[src/rtl/alu_pkg.sv]
// Shared definitions for the execute-stage integer ALU:
// MIPS R-type funct codes, datapath width and a bit-reverse helper.
package alu_pkg;

   localparam int ALU_W = 32;

   localparam logic [5:0] SLL  = 6'h00;
   localparam logic [5:0] SRL  = 6'h02;
   localparam logic [5:0] SRA  = 6'h03;
   localparam logic [5:0] SLLV = 6'h04;
   localparam logic [5:0] SRLV = 6'h06;
   localparam logic [5:0] SRAV = 6'h07;
   localparam logic [5:0] ADDU = 6'h21;
   localparam logic [5:0] SUBU = 6'h23;
   localparam logic [5:0] AND  = 6'h24;
   localparam logic [5:0] OR   = 6'h25;
   localparam logic [5:0] XOR  = 6'h26;
   localparam logic [5:0] NOR  = 6'h27;
   localparam logic [5:0] SLT  = 6'h2A;
   localparam logic [5:0] SLTU = 6'h2B;

   // Mirror a word so a single right-shifting network can also shift left.
   function automatic logic [ALU_W-1:0] bit_rev(
      input logic [ALU_W-1:0] d
   );
      logic [ALU_W-1:0] r;
      for (int i = 0; i < ALU_W; i++)
         r[i] = d[ALU_W-1-i];
      return r;
   endfunction

endpackage

[src/rtl/alu_shifter.sv]
// Combinational 32-bit barrel shifter: logical left, logical right,
// arithmetic right. Left shifts reuse the right network via bit reversal.
module alu_shifter
   import alu_pkg::*;
(
   input  logic [ALU_W-1:0] data,
   input  logic [4:0]       amt,
   input  logic             right,
   input  logic             arith,
   output logic [ALU_W-1:0] out
);

   logic             fill;
   logic [ALU_W-1:0] s0;
   logic [ALU_W-1:0] s1;
   logic [ALU_W-1:0] s2;
   logic [ALU_W-1:0] s3;
   logic [ALU_W-1:0] s4;
   logic [ALU_W-1:0] s5;

   // Five log-stages of right shift; sign fill only for arithmetic right.
   always_comb begin
      fill = right & arith & data[ALU_W-1];
      s0   = right ? data : bit_rev(data);
      s1   = amt[0] ? {{1{fill}},  s0[ALU_W-1:1]}  : s0;
      s2   = amt[1] ? {{2{fill}},  s1[ALU_W-1:2]}  : s1;
      s3   = amt[2] ? {{4{fill}},  s2[ALU_W-1:4]}  : s2;
      s4   = amt[3] ? {{8{fill}},  s3[ALU_W-1:8]}  : s3;
      s5   = amt[4] ? {{16{fill}}, s4[ALU_W-1:16]} : s4;
      out  = right ? s5 : bit_rev(s5);
   end

endmodule

[src/rtl/alu.sv]
// Single-cycle R-type integer ALU with a registered result.
// Optional SLT/SLTU compare ops are built only when ALU_SLT_EN is defined.
module alu
   import alu_pkg::*;
(
   input  logic             clk,
   input  logic             rst,
   input  logic [ALU_W-1:0] rs_data,
   input  logic [ALU_W-1:0] rt_data,
   input  logic [5:0]       funct,
   input  logic [4:0]       shamt,
   output logic [ALU_W-1:0] result
);

   logic [4:0]       sh_amt;
   logic             sh_right;
   logic             sh_arith;
   logic [ALU_W-1:0] sh_out;
   logic [ALU_W-1:0] sum;
   logic [ALU_W-1:0] diff;
   logic [ALU_W-1:0] nxt;

   // Variable shifts (funct[2] set) take the amount from rt, else shamt.
   always_comb begin
      sh_amt   = funct[2] ? rt_data[4:0] : shamt;
      sh_right = funct[1];
      sh_arith = funct[0];
   end

   alu_shifter u_shifter (
      .data  (rs_data),
      .amt   (sh_amt),
      .right (sh_right),
      .arith (sh_arith),
      .out   (sh_out)
   );

   // Modulo-2^32 add and subtract; carry and borrow are dropped.
   always_comb begin
      sum  = rs_data + rt_data;
      diff = rs_data - rt_data;
   end

`ifdef ALU_SLT_EN
   logic lt_s;
   logic lt_u;

   // Signed and unsigned less-than for the set-on-compare ops.
   always_comb begin
      lt_s = $signed(rs_data) < $signed(rt_data);
      lt_u = rs_data < rt_data;
   end
`endif

   // Funct decode; anything not listed yields zero.
   always_comb begin
      nxt = '0;
      unique case (funct)
         ADDU: nxt = sum;
         SUBU: nxt = diff;
         AND:  nxt = rs_data & rt_data;
         OR:   nxt = rs_data | rt_data;
         XOR:  nxt = rs_data ^ rt_data;
         NOR:  nxt = ~(rs_data | rt_data);
         SLL:  nxt = sh_out;
         SRL:  nxt = sh_out;
         SRA:  nxt = sh_out;
         SLLV: nxt = sh_out;
         SRLV: nxt = sh_out;
         SRAV: nxt = sh_out;
`ifdef ALU_SLT_EN
         SLT:  nxt = {{(ALU_W-1){1'b0}}, lt_s};
         SLTU: nxt = {{(ALU_W-1){1'b0}}, lt_u};
`endif
         default: nxt = '0;
      endcase
   end

   // Result register; reset clears it at once and discards any op.
   always_ff @(posedge clk or posedge rst) begin
      if (rst)
         result <= '0;
      else
         result <= nxt;
   end

endmodule

[config.mk]
export PLATFORM = sky130hd
export DESIGN_NAME = alu
export DESIGN_NICKNAME = d
export VERILOG_FILES = /design/src/rtl/alu_pkg.sv /design/src/rtl/alu_shifter.sv /design/src/rtl/alu.sv
export SDC_FILE = /design/constraint.sdc
export NUM_CORES = 1
export LEC_CHECK = 0
export ABC_AREA = 1
export CAP_MARGIN = 40
export CORE_ASPECT_RATIO = 1.25
export CORE_MARGIN = 2
export CORE_UTILIZATION = 40
export CTS_BUF_LIST = sky130_fd_sc_hd__clkbuf_16
export CTS_CLUSTER_DIAMETER = 80
export DETAILED_ROUTE_END_ITERATION = 16
export GPL_ROUTABILITY_DRIVEN = 0
export SYNTH_ARGS = -nofsm -noshare
export SYNTH_HDL_FRONTEND = slang
export SYNTH_SLANG_ARGS = --single-unit
[constraint.sdc]
create_clock -name clk -period 2.1 [get_ports clk]
set_clock_uncertainty 0.1 [all_clocks]
set_input_delay 0.21 -clock clk [delete_from_list [all_inputs] [get_ports clk]]
set_output_delay 0.21 -clock clk [all_outputs]
set_load 0.01 [all_outputs]
* Word level (Yosys, flattened, before mapping)
Cells that the tools add are included.
** Storage, ports and cells
- Bits in registers :: 32
- Bits of input ports :: 77
- Output and inout bits :: 32
- Word-level logic and storage cells :: 31
** Operators by class
- $add $sub $neg :: 2
- Equality and inequality tests :: 11
- Mux-type cells :: 9
- Bitwise operators :: 6
- Reductions and logical operators :: 2
** Operator list (number)
- two-way mux 32 bit :: 7
- one-hot mux 32 bit (7 select lines) :: 1
- equality test 6 bit (second input constant) :: 6
- adder 32 bit :: 1
- AND 32 bit :: 1
- NOT 32 bit :: 1
- bitwise OR 32 bit :: 1
- subtractor 32 bit :: 1
- XOR 32 bit :: 1
- equality test 6 x 3 -> 1 bit (second input constant) :: 3
- equality test 6 x 2 -> 1 bit (second input constant) :: 2
- logical NOT 6 bit :: 1
- OR reduction 6 bit :: 1
- two-way mux 5 bit :: 1
- AND 1 bit :: 2

* Longest topological paths before layout
- Word-level depth :: 9
- Mapped depth :: 24
- Mapped depth without buffers :: 24

* Cells and area by module
Synthesis repeated with hierarchy kept, for this count alone.
** Second synthesis, totals
- Cell total of the unflattened synthesis :: 1662
- Area, all modules :: 8876.0 um2
** By module, submodules not included
- alu :: times used 1, cells an instance 1101, area each 6358.6 um2, sequential area each 800.8 um2
- alu_shifter :: times used 1, cells an instance 561, area each 2517.4 um2, sequential area each 0.0 um2

* Worst setup path before layout
Ideal clock, no wire load.
- Kind :: input port to flip-flop
- Start :: input port rt_data[1]
- End :: register result[31]
- Setup time :: 0.131 ns
- Data arrival time :: 2.869 ns
- Required time :: 1.869 ns
- Path slack :: -0.999 ns
- Stages on the path :: 24
- Path buffers :: 0
- Cells stage by stage :: inv_1 > ha_1 > inv_1 > nor3_1 > inv_1 > nor2_1 > nand3_1 > nand2_1 > nand2_1 > a21oi_2 > o21ai_1 > xor2_1 > ha_1 > nand2_1 > nor2_1 > inv_1 > nor2_1 > inv_1 > nor3_1 > nand2_1 > o211ai_1 > nand2_1 > nand3_1 > nand3_1
** Between the ends
- Word-level cells in the longest chain between the ends :: 7
- Elaborated cells between the ends (all ways) :: 9
- Classes of those cells :: add/sub: 2; mux: 7
** Ends and longest elaborated chain
- start, declared :: line alu.sv:9 : input logic [ALU_W-1:0] rt_data,
- branches (longest 6 deep; another with subtractor 32 bit)
- one-hot mux 32 bit (7 select lines) (*) :: line alu.sv:58 : unique case (funct)
- net nxt[31] :: line alu.sv:21 : logic [ALU_W-1:0] nxt;
- end signal, assigned :: line alu.sv:84 : result <= nxt;
- end, declared :: line alu.sv:12 : output logic [ALU_W-1:0] result
Mark *: on every way through the listed nets, which the timed path passes.

* Worst setup path in the final report
- Start :: input port rt_data[7]
- End :: register result[15]
** Between the ends
- Word-level cells in the longest chain between the ends :: 2
- Elaborated cells between the ends (all ways) :: 3
- Classes of those cells :: add/sub: 2; mux: 1
** Ends and longest elaborated chain (line)
- subtractor 32 bit or adder 32 bit (tied branches) :: alu.sv:41, alu.sv:40
- one-hot mux 32 bit (7 select lines) (*) :: alu.sv:58
- net nxt[15] :: alu.sv:21
Mark *: on every way through the listed nets, which the timed path passes. The rest lies on a longest branch.

==> metrics.md <==
| Metric | Value |
|---|---|
| CP endpoint | `result[15]` |
| Failing checks | `setup timing` |
| Ys async rst share | `100%` |
| Crit path launch type | `input port` |
| Number of synthesized flops with an enable pin | `0` |
| Clock slew at reported path FFs | `~0.080 ns` |
| CTS buffer count | `5` |
| Switching power | `0.00244 W` |
| Max FFs per register | `32` |
| Post-placement cell count | `2145` |
| Final slew viol count | `0` |
| Leak | `7.35 nW` |
| Vias per inst | `5.67` |
| DRC Markers | `0` |
| CP Launch Point | `rt_data[7]` |
| Site Rows | `59` |
| Syn_nets | `about 1700` |
| Top Registers | `result (32)` |
| Uppermost layer routed | `met5` |
| Largest net degree at the start of global routing | `93` |
| Max Clk Rate | `0.314 GHz` |
| Main synth FF type | `dfrtp_1` |
| Crit path DAT | `between 3 and 4 ns` |
| Gr usage total | `between 30% and 40%` |
| Clk root buf | `clkbuf_16` |
| Maxcap violations | `0` |
| Final instance count without filler cells | `~2200` |
| Die Width | `133 um` |
| Port Buffer Count | `between 100 and 150` |
| Final ANT Viol Nets | `0` |
| Final Hold Fails | `0` |
| Setup_tns | `-23.13 ns` |
| List of most frequent post-synthesis cells | `nand2_1, nand3_1, inv_1, ha_1, o21ai_0` |
| Final-report setup violation count | `30` |
| CTS Buffer Depth | `2` |
| Power consumption | `0.00519 W` |
| Count leader, synth | `nand2_1` |
| Synth top area share | `21.8%` |
| Status | `complete, but fails checks` |
| Initial antenna violation count | `1` |
| Total routed wirelength | `44.0 mm` |
| RSZ-0062 raised after global routing | `yes` |
| Core box area | `approximately 21000 um^2` |
| Syn. warnings | `0` |
| Setup CP Type | `input port to flip-flop` |
| Reg power frac | `12.9%` |
| Worst-Margin Slew | `0.526 ns` |
| Switching part of the total | `between 40% and 50%` |
| PD cells | `355 nW/um^2` |
| Hold Buf Count CTS | `0` |
| Drt first pass iters | `8` |
| Maximum VDD drop | `0.306 mV` |
| H-tree depth | `2` |
| Met1 wire length | `roughly 16 mm` |
| DR WL met3 | `approximately 3.2 mm` |
| Final Net Count | `2107` |
| First-pass GRT wire length | `63.3 mm` |
| Yosys top cell by area | `nand2_1` |
| Placed wire-length estimate | `34.1 mm` |
| Share of post-route cells with drive strength above 1 | `approximately 37%` |
| Clock period minus worst slack | `around 3.2 ns` |
| Mean Syn Cell Area | `5.64 um^2` |
| Die Ht | `around 170 um` |
| Worst hold slack | `between 0.2 and 0.25 ns` |
| Num ports | `109` |
| Count of mapped cells out of synthesis | `1485` |
| Initial Utilization | `40.5%` |
| Finished Cell Area | `14600 um^2` |
| Die area | `around 22000 um^2` |
| Antenna Cells | `0` |
| Clock power share | `15.7%` |
| Placed inst area | `12600 um^2` |
| Initial DRC count | `roughly 1300` |
| Int Pwr | `about 0.0027 W` |
| Routed wl met2 | `about 20 mm` |
| Number of global-route vias before repair | `11800` |
| WL per Instance | `19.9 um` |
| Largest Register | `result` |
| Total number of vias | `12500` |
| Post-synthesis sequential area ratio | `about a tenth` |
| Combinational share of power | `between 70% and 80%` |
| Crit end category | `flip-flop` |
| Flops & latches, synth | `32` |
| Synthesized cell area | `8380 um^2` |
| Synth top area cells | `nand2_1, nand3_1, ha_1, dfrtp_1, inv_1` |
| Worst-path maximum fanout | `4` |
| CTS Sinks | `32` |
| Worst setup margin | `-1.09 ns` |
| CTS tree | `built` |
| Worst hold path type | `input port to asynchronous set/reset pin` |
| Total congestion overflow | `0` |
| CP Data Required Time | `2.14 ns` |
| Period utilization | `152%` |
| Area Overhead vs Synth | `74.3%` |
| Unique masters post-synth | `47` |
| Slew HR | `64.9%` |
-- layer usage --
layer,vias up,global-route usage (%)
met5,-,0
li1,5916,-
met1,5797,43.8
met4,2,26.2
met3,179,4.49
met2,636,62.0
-- power by group through the flow --
stage               combinational [W]  sequential (W)  clock [W]
global route                  0.00396        0.000673   0.000831
detailed placement            0.00299        0.000681          0
global placement              0.00297        0.000681          0
finish                        0.00370        0.000670   0.000812
CTS                           0.00337        0.000670   0.000809
floorplan                     0.00152        0.000700          0
-- repair_timing --
action                                  CTS  global route
endpoints found under the setup margin   32            32
gates cloned                              0             1
pin swaps                               100            87
buffers inserted                         41            19
gates resized for setup                 269           156
-- cell usage in the layout, fill, tap and decap left out, types with 16 or more instances in the layout --
cell type	synthesis	routed
nand2_4	2	22
o21ai_0	76	39
nor2_4	1	23
inv_2	10	30
a21oi_1	48	16
buf_12	0	22
buf_4	6	322
ha_1	96	83
nand2_1	486	428
a21oi_2	1	24
buf_6	5	54
xor2_1	30	29
nand3_2	0	34
nor2_1	69	35
a221oi_1	25	24
clkdlybuf4s50_1	0	81
o21ai_1	5	19
nand2_2	2	40
o21ai_2	5	23
dfrtp_1	32	32
nand3_1	324	283
inv_1	123	96
-- logic make-up (layout without fill, tap and decap cells) --
family                     count (synthesis)  count (layout)  share of synthesized area, %
and+or+nand+nor                          938             938                          49.0
adders and majority gates                 97              97                          14.6
AOI/OAI and AO/OA                        189             189                          13.6
xor gates and xnor gates                  31              31                          3.24
DFF                                       32              32                          9.56
buffers and inverters                    197             646                          9.93
muxes                                      1               1                         0.119
-- how the worst min path moves through the flow --
| stage | to | slack [ns] | depth (start not counted) | start |
|---|---|---|---|---|
| global placement | result[18] | 0.56 | 3 | rst |
| CTS | result[24] | 0.25 | 3 | rst |
| floorplan | result[0] | 0.23 | 1 | rst |
| global route | result[14] | 0.32 | 3 | rst |
| detailed placement | result[18] | 0.57 | 3 | rst |
| finish | result[14] | 0.24 | 3 | rst |
-- layout make-up --
| cell class | instances | area (um^2) |
|---|---|---|
| Clock inverter | 3 | 15.0 |
| Tap cell | 274 | 343 |
| Timing Repair Buffer | 503 | 4550 |
| Multi-Input combinational cell | 1256 | 8210 |
| Clock buffer | 5 | 125 |
| Inverter | 135 | 551 |
| Fill cell | 1680 | 6070 |
| Sequential cell | 32 | 801 |
-- through the flow --
step / utilization (%) / setup WS, ns
after floorplan: - / -0.672
after global placement: 61.1 / -1.69
after detailed placement: 61.1 / -1.75
after CTS: 67.1 / -1.04
after global routing: 70.6 / -1.22
final: 70.6 / -1.09
-- worst max-delay path, stage by stage --
cell and delay, ns:
dlygate4sd2_1 0.28, inv_2 0.07, buf_4 0.14, nand3_1 0.14, nor4_4 0.27, inv_2 0.10, buf_6 0.13, o21ai_2 0.13
xor2_1 0.09, ha_2 0.44, nand2_4 0.10, buf_6 0.13, nor2_4 0.12, inv_2 0.09, nor3_4 0.18, nand2_2 0.10
nand2_4 0.11, buf_4 0.12, a21o_1 0.16, nand3_2 0.12
Power figures use the tool's default switching activity.
